--- src/rtl/simon_key_sched_stream.sv ---
// simon_key_sched_stream
//   Streams SIMON round keys k[0..ROUNDS-1] from a master key, one key per
//   rk_valid/rk_ready handshake. A sliding window of KEY_WORDS words holds
//   k[i..i+m-1]. Each accepted key shifts the window and appends the next
//   derived word, so the first m outputs are the raw key words.
module simon_key_sched_stream #(
   parameter int WORD_W    = 32,
   parameter int KEY_WORDS = 4,
   parameter int ROUNDS    = 44,
   parameter int Z_SEQ     = 3
) (
   input  logic                          clk,
   input  logic                          rst,
   input  logic                          start,
   input  logic [KEY_WORDS*WORD_W-1:0]   key_in,
   output logic                          busy,
   output logic                          rk_valid,
   input  logic                          rk_ready,
   output logic [WORD_W-1:0]             rk_data,
   output logic [$clog2(ROUNDS)-1:0]     rk_index,
   output logic                          done
);

   localparam int IDX_W = $clog2(ROUNDS);
   localparam logic [IDX_W-1:0] LAST_IDX = IDX_W'(ROUNDS - 1);

   // Reject configurations the key expansion is not defined for.
   if (KEY_WORDS < 2 || KEY_WORDS > 4 || Z_SEQ < 0 || Z_SEQ > 4 || ROUNDS < KEY_WORDS) begin : g_param_err
      $error("simon_key_sched_stream: illegal KEY_WORDS/Z_SEQ/ROUNDS combination");
   end

   // The five SIMON constant sequences; z[0] is the leftmost (MSB) bit.
   function automatic logic [61:0] z_const(input int sel);
      case (sel)
         0:       return 62'b11111010001001010110000111001101111101000100101011000011100110;
         1:       return 62'b10001110111110010011000010110101000111011111001001100001011010;
         2:       return 62'b10101111011100000011010010011000101000010001111110010110110011;
         3:       return 62'b11011011101011000110010111100000010010001010011100110100001111;
         4:       return 62'b11010001111001101011011000100000010111000011001010010011101111;
         default: return 62'b0;
      endcase
   endfunction

   localparam logic [61:0] Z_BITS = z_const(Z_SEQ);

   // Rotate right by one bit within the word.
   function automatic logic [WORD_W-1:0] ror1(input logic [WORD_W-1:0] x);
      return {x[0], x[WORD_W-1:1]};
   endfunction

   // Rotate right by three bits within the word.
   function automatic logic [WORD_W-1:0] ror3(input logic [WORD_W-1:0] x);
      return {x[2:0], x[WORD_W-1:3]};
   endfunction

   typedef enum logic {ST_IDLE = 1'b0, ST_RUN = 1'b1} state_t;

   state_t            state_r;
   logic [WORD_W-1:0] win_r [KEY_WORDS];
   logic [5:0]        zptr_r;
   logic [IDX_W-1:0]  idx_r;
   logic              busy_r;
   logic              valid_r;
   logic              done_r;

   logic              z_bit_s;
   logic [WORD_W-1:0] tmp_a_s;
   logic [WORD_W-1:0] tmp_b_s;
   logic [WORD_W-1:0] knew_s;

   // Next key word derived from the current window and z pointer.
   always_comb begin
      z_bit_s = Z_BITS[6'd61 - zptr_r];
      tmp_a_s = ror3(win_r[KEY_WORDS-1]) ^ ((KEY_WORDS == 4) ? win_r[1] : {WORD_W{1'b0}});
      tmp_b_s = tmp_a_s ^ ror1(tmp_a_s);
      knew_s  = ~win_r[0] ^ tmp_b_s ^ {{(WORD_W-1){1'b0}}, z_bit_s} ^ WORD_W'(2'd3);
   end

   // Control FSM plus key window; all outputs come straight from registers.
   always_ff @(posedge clk) begin
      if (rst) begin
         state_r <= ST_IDLE;
         busy_r  <= 1'b0;
         valid_r <= 1'b0;
         done_r  <= 1'b0;
         idx_r   <= {IDX_W{1'b0}};
         zptr_r  <= 6'd0;
         for (int j = 0; j < KEY_WORDS; j++) begin
            win_r[j] <= {WORD_W{1'b0}};
         end
      end else begin
         done_r <= 1'b0;
         case (state_r)
            ST_IDLE: begin
               if (start) begin
                  for (int j = 0; j < KEY_WORDS; j++) begin
                     win_r[j] <= key_in[WORD_W*j +: WORD_W];
                  end
                  idx_r   <= {IDX_W{1'b0}};
                  zptr_r  <= 6'd0;
                  valid_r <= 1'b1;
                  busy_r  <= 1'b1;
                  state_r <= ST_RUN;
               end else begin
                  state_r <= ST_IDLE;
               end
            end
            ST_RUN: begin
               if (valid_r && rk_ready) begin
                  if (idx_r == LAST_IDX) begin
                     // Final key consumed: drop valid and pulse done.
                     valid_r <= 1'b0;
                     busy_r  <= 1'b0;
                     done_r  <= 1'b1;
                     state_r <= ST_IDLE;
                  end else begin
                     for (int j = 0; j < KEY_WORDS - 1; j++) begin
                        win_r[j] <= win_r[j+1];
                     end
                     win_r[KEY_WORDS-1] <= knew_s;
                     idx_r   <= idx_r + {{(IDX_W-1){1'b0}}, 1'b1};
                     zptr_r  <= (zptr_r == 6'd61) ? 6'd0 : zptr_r + 6'd1;
                     state_r <= ST_RUN;
                  end
               end else begin
                  state_r <= ST_RUN;
               end
            end
            default: begin
               state_r <= ST_IDLE;
               busy_r  <= 1'b0;
               valid_r <= 1'b0;
            end
         endcase
      end
   end

   assign busy     = busy_r;
   assign rk_valid = valid_r;
   assign rk_data  = win_r[0];
   assign rk_index = idx_r;
   assign done     = done_r;

endmodule

--- config.mk ---
export PLATFORM = sky130hd
export DESIGN_NAME = simon_key_sched_stream
export DESIGN_NICKNAME = d
export VERILOG_FILES = /design/src/rtl/simon_key_sched_stream.sv
export SDC_FILE = /design/constraint.sdc
export NUM_CORES = 1
export LEC_CHECK = 0
export BUFFER_PORTS_ARGS = -buffer_cell sky130_fd_sc_hd__buf_4
export CAP_MARGIN = 20
export CORE_ASPECT_RATIO = 1.5
export CORE_UTILIZATION = 50
export DETAILED_ROUTE_END_ITERATION = 10
export GPL_TIMING_DRIVEN = 0
export PLACE_DENSITY = 0.88
export SLEW_MARGIN = 0
export SYNTH_ARGS = -nofsm -noshare
export SYNTH_HDL_FRONTEND = slang
export SYNTH_SLANG_ARGS = --single-unit
--- constraint.sdc ---
create_clock -name clk -period 4.09 [get_ports clk]
set_input_delay 0.6135 -clock clk [delete_from_list [all_inputs] [get_ports clk]]
set_output_delay 0.6135 -clock clk [all_outputs]
set_load 0.01 [all_outputs]
==> run_results.csv <==
group,metric,value,unit
status,status,"complete, but fails checks",
status,violations,"design-rule violations",
synthesis,syn_nets,634,
setup_path,r2r_start,"zptr_r[1]",
power,powerDensity,441,nW/um^2
place,io_buffer_count,171,
worst_hold_path,hp-class,"primary input to register",
finish,n_fill_cell,968,
grt,overflow,0,
setup_path,worstSetupEndpointType,"register",
setup_path,cp_data_required_time,4.26,ns
timing,finalSetupTns,0,ns
timing,finalCritPeriodShare,63.3,%
grt,grt_pass1_vias,5486,
finish,antenna_cells,0,
setup_path,rrSetupSlack,1.50,ns
power,leakage,3.70,nW
setup_path,worst-path-max-fanout,9,
grt,grt_pass1_wl,28500,microns
clock_network,cts_root_buf,"clkbuf_16",
clock_network,postCtsSetupRepairBufs,0,
detailed_routing,wire_per_inst,21.6,microns
setup_path,rr_worst_depth,8,
detailed_routing,firstDrtPassIters,8,
floorplanning,io_pins,173,
floorplanning,die_area,14300,sq um
timing,setup_violations,0,
synthesis,synth-xor-area-share,13.8,%
worst_hold_path,hold_start,"key_in[23]",
clock_network,clk_path_buf_depth,2,
synthesis,ys_types,33,
timing,rsz0062_at_grt,"no",
setup_path,start_kind,"register",
detailed_routing,drt_iter0_markers,268,
synthesis,syn_inst,493,
finish,area_delta_synth_final,30.1,%
detailed_routing,viasPerCell,5.92,
detailed_routing,totalWireLength,18500,microns
setup_path,worstPathArrival,2.76,ns
floorplanning,die_y,146,microns
finish,final_layout_size_suffix_gt1_share,31.8,%
timing,fmax,0.386,GHz
clock_network,clock_sinks,143,
finish,num-nets-final,824,
grt,grt_max_degree,34,
grt,antenna_found_initial,0,
timing,slew_headroom,35.3,%
place,globalplace.congestion,0.884,
clock_network,numCtsBuffers,17,
synthesis,ys_seq_elements,143,
synthesis,synthMuxAreaShare,0.998,%
clock_network,path_clk_slew,0.06,ns
timing,tightest_slew,0.970,ns
power,max-vdd-ir-drop,288,uV
floorplanning,rows,52,
synthesis,synth_warnings,0,
synthesis,avgSynthCellArea,14.0,sq um
clock_network,post_cts_resized,0,
clock_network,cts_tree,"yes",
synthesis,synth_compound_area_share,17.7,%
setup_path,reg2reg_to,"win_r[3][0]",
timing,clock_skew,0.00828,ns
detailed_routing,via_count,5079,
clock_network,htree_levels,4,
synthesis,synthAdderAreaFrac,1.63,%
synthesis,synthSimpleGateAreaFrac,3.34,%
detailed_routing,drcViolationCount,11,
finish,final_common_cell,"buf_4",
clock_network,postCtsHoldBufs,0,
timing,hold_viol_final,0,
synthesis,synth_top_family_by_area,"compound AO/OA/AOI/OAI gates",
floorplanning,core,13500,sq um
power,finalPower,3.96,mW
place,place_hpwl,13400,microns
finish,layout_common_cells,"buf_4 (172), a22o_1 (128), edfxtp_1 (128), xnor2_1 (70), xor2_1 (39)",
floorplanning,initial_core_util,51.2,%
timing,slew_violations,0,
timing,whs,0.483,ns
detailed_routing,final_antenna_net_count,0,
worst_hold_path,holdPathStages,2,
synthesis,syn_area,6900,sq um
job,max_cap_viol_count,0,
setup_path,path_class,"register to register",
synthesis,seq_area_frac_synth,60.1,%
floorplanning,die_width,97.9,microns
clock_network,clock_latency,0.42,ns
worst_hold_path,hold_end,"win_r[0][23]",
timing,min_period,2.59,ns
grt,grt_use_total,26.9,%
==> how the worst max path moves through the flow <==
stage              start  slack, ns  cells after the start           end
2_1_floorplan  zptr_r[1]       1.71                      8   win_r[3][0]
3_3_place_gp         rst       1.15                      3  win_r[0][16]
3_5_place_dp   zptr_r[1]       1.51                      8   win_r[3][0]
4_1_cts        zptr_r[1]       1.51                      8   win_r[3][0]
5_1_grt        zptr_r[1]       1.46                      8   win_r[3][0]
6_report       zptr_r[1]       1.50                      8   win_r[3][0]
==> cell families after synthesis <==
group | count (synthesis)
buffers and inverters | 37
adders and majority gates | 9
muxes | 5
DFF | 143
xor gates and xnor gates | 109
and+or+nand+nor | 47
AOI/OAI and AO/OA | 143
==> report_power, final <==
group / switching (mW) / internal, mW
combinational: 0.298 / 0.315
clock: 0.585 / 0.955
sequential: 0.0814 / 1.73
total: 0.964 / 3.00
==> through the flow <==
stage	cells	area (sq um)	setup WS (ns)	util, %
global placement	826	8380	1.15	62.2
finish	858	8970	1.50	66.6
detailed placement	826	8390	1.51	62.3
floorplan	493	6900	1.71	-
CTS	858	8970	1.51	66.6
global route	858	8970	1.46	66.6
==> cell usage after synthesis <==
| cell type | number | area, sq um |
|---|---|---|
| a22o_1 | 128 | 1120 |
| edfxtp_1 | 128 | 3840 |
| xnor2_1 | 70 | 613 |
| xor2_1 | 39 | 342 |
| clkbuf_1 | 19 | 71.3 |
| nor2_1 | 17 | 63.8 |
| dfxtp_1 | 15 | 300 |
| buf_2 | 11 | 55.1 |
| ha_1 | 9 | 113 |
| nand2b_1 | 7 | 43.8 |
| a21oi_1 | 6 | 30.0 |
| nand2_1 | 6 | 22.5 |
| nand3_1 | 6 | 30.0 |
| nand4_1 | 6 | 37.5 |
| inv_1 | 4 | 15.0 |
| and2_1 | 2 | 12.5 |
| mux2i_1 | 2 | 20.0 |
| nor3_1 | 2 | 10.0 |
| o21ai_0 | 2 | 10.0 |
| a211oi_1 | 1 | 7.51 |
| a21bo_2 | 1 | 10.0 |
| a21o_1 | 1 | 7.51 |
| a311oi_1 | 1 | 8.76 |
| a41o_1 | 1 | 10.0 |
| and2b_4 | 1 | 10.0 |
| buf_1 | 1 | 3.75 |
| buf_4 | 1 | 7.51 |
| buf_6 | 1 | 11.3 |
| mux2_2 | 1 | 11.3 |
| mux2_4 | 1 | 15.0 |
| mux4_2 | 1 | 22.5 |
| o21ai_1 | 1 | 5.00 |
| o22ai_2 | 1 | 12.5 |
==> routing by layer <==
metal	vias up	global-route usage, %	routed length (microns)
met5	-	0	0
met4	0	13.4	693
met3	44	6.29	1320
met2	234	47.2	9880
met1	2520	30.3	6620
li1	2281	-	-
==> worst max-delay path, stage by stage, from the launching register on <==
cell	delay [ns]
dfxtp_1	0.51
inv_1	0.14
ha_1	0.32
buf_6	0.14
mux2_4	0.30
mux4_2	0.48
o22ai_2	0.16
xor2_1	0.10
a22o_1	0.19
==> sequential cells by signal, summed over array words and instances, names as in the netlist <==
| register | cells |
|---|---|
| state_r | 1 |
| done | 1 |
| rk_valid | 1 |
| zptr_r | 6 |
| win_r | 128 |
| rk_index | 6 |
==> layout make-up <==
cell class	count	area, sq um	area share (%)
multi-input cells	313	2600	29.0
flip-flops and latches	143	4140	46.2
inverters	4	15.0	0.167
clock buffers	21	440	4.91
repair buffers	171	1280	14.3
well taps	162	203	2.26
plain buffers	33	149	1.66
clock inverters	11	141	1.58
Power figures use the tool's default switching activity.
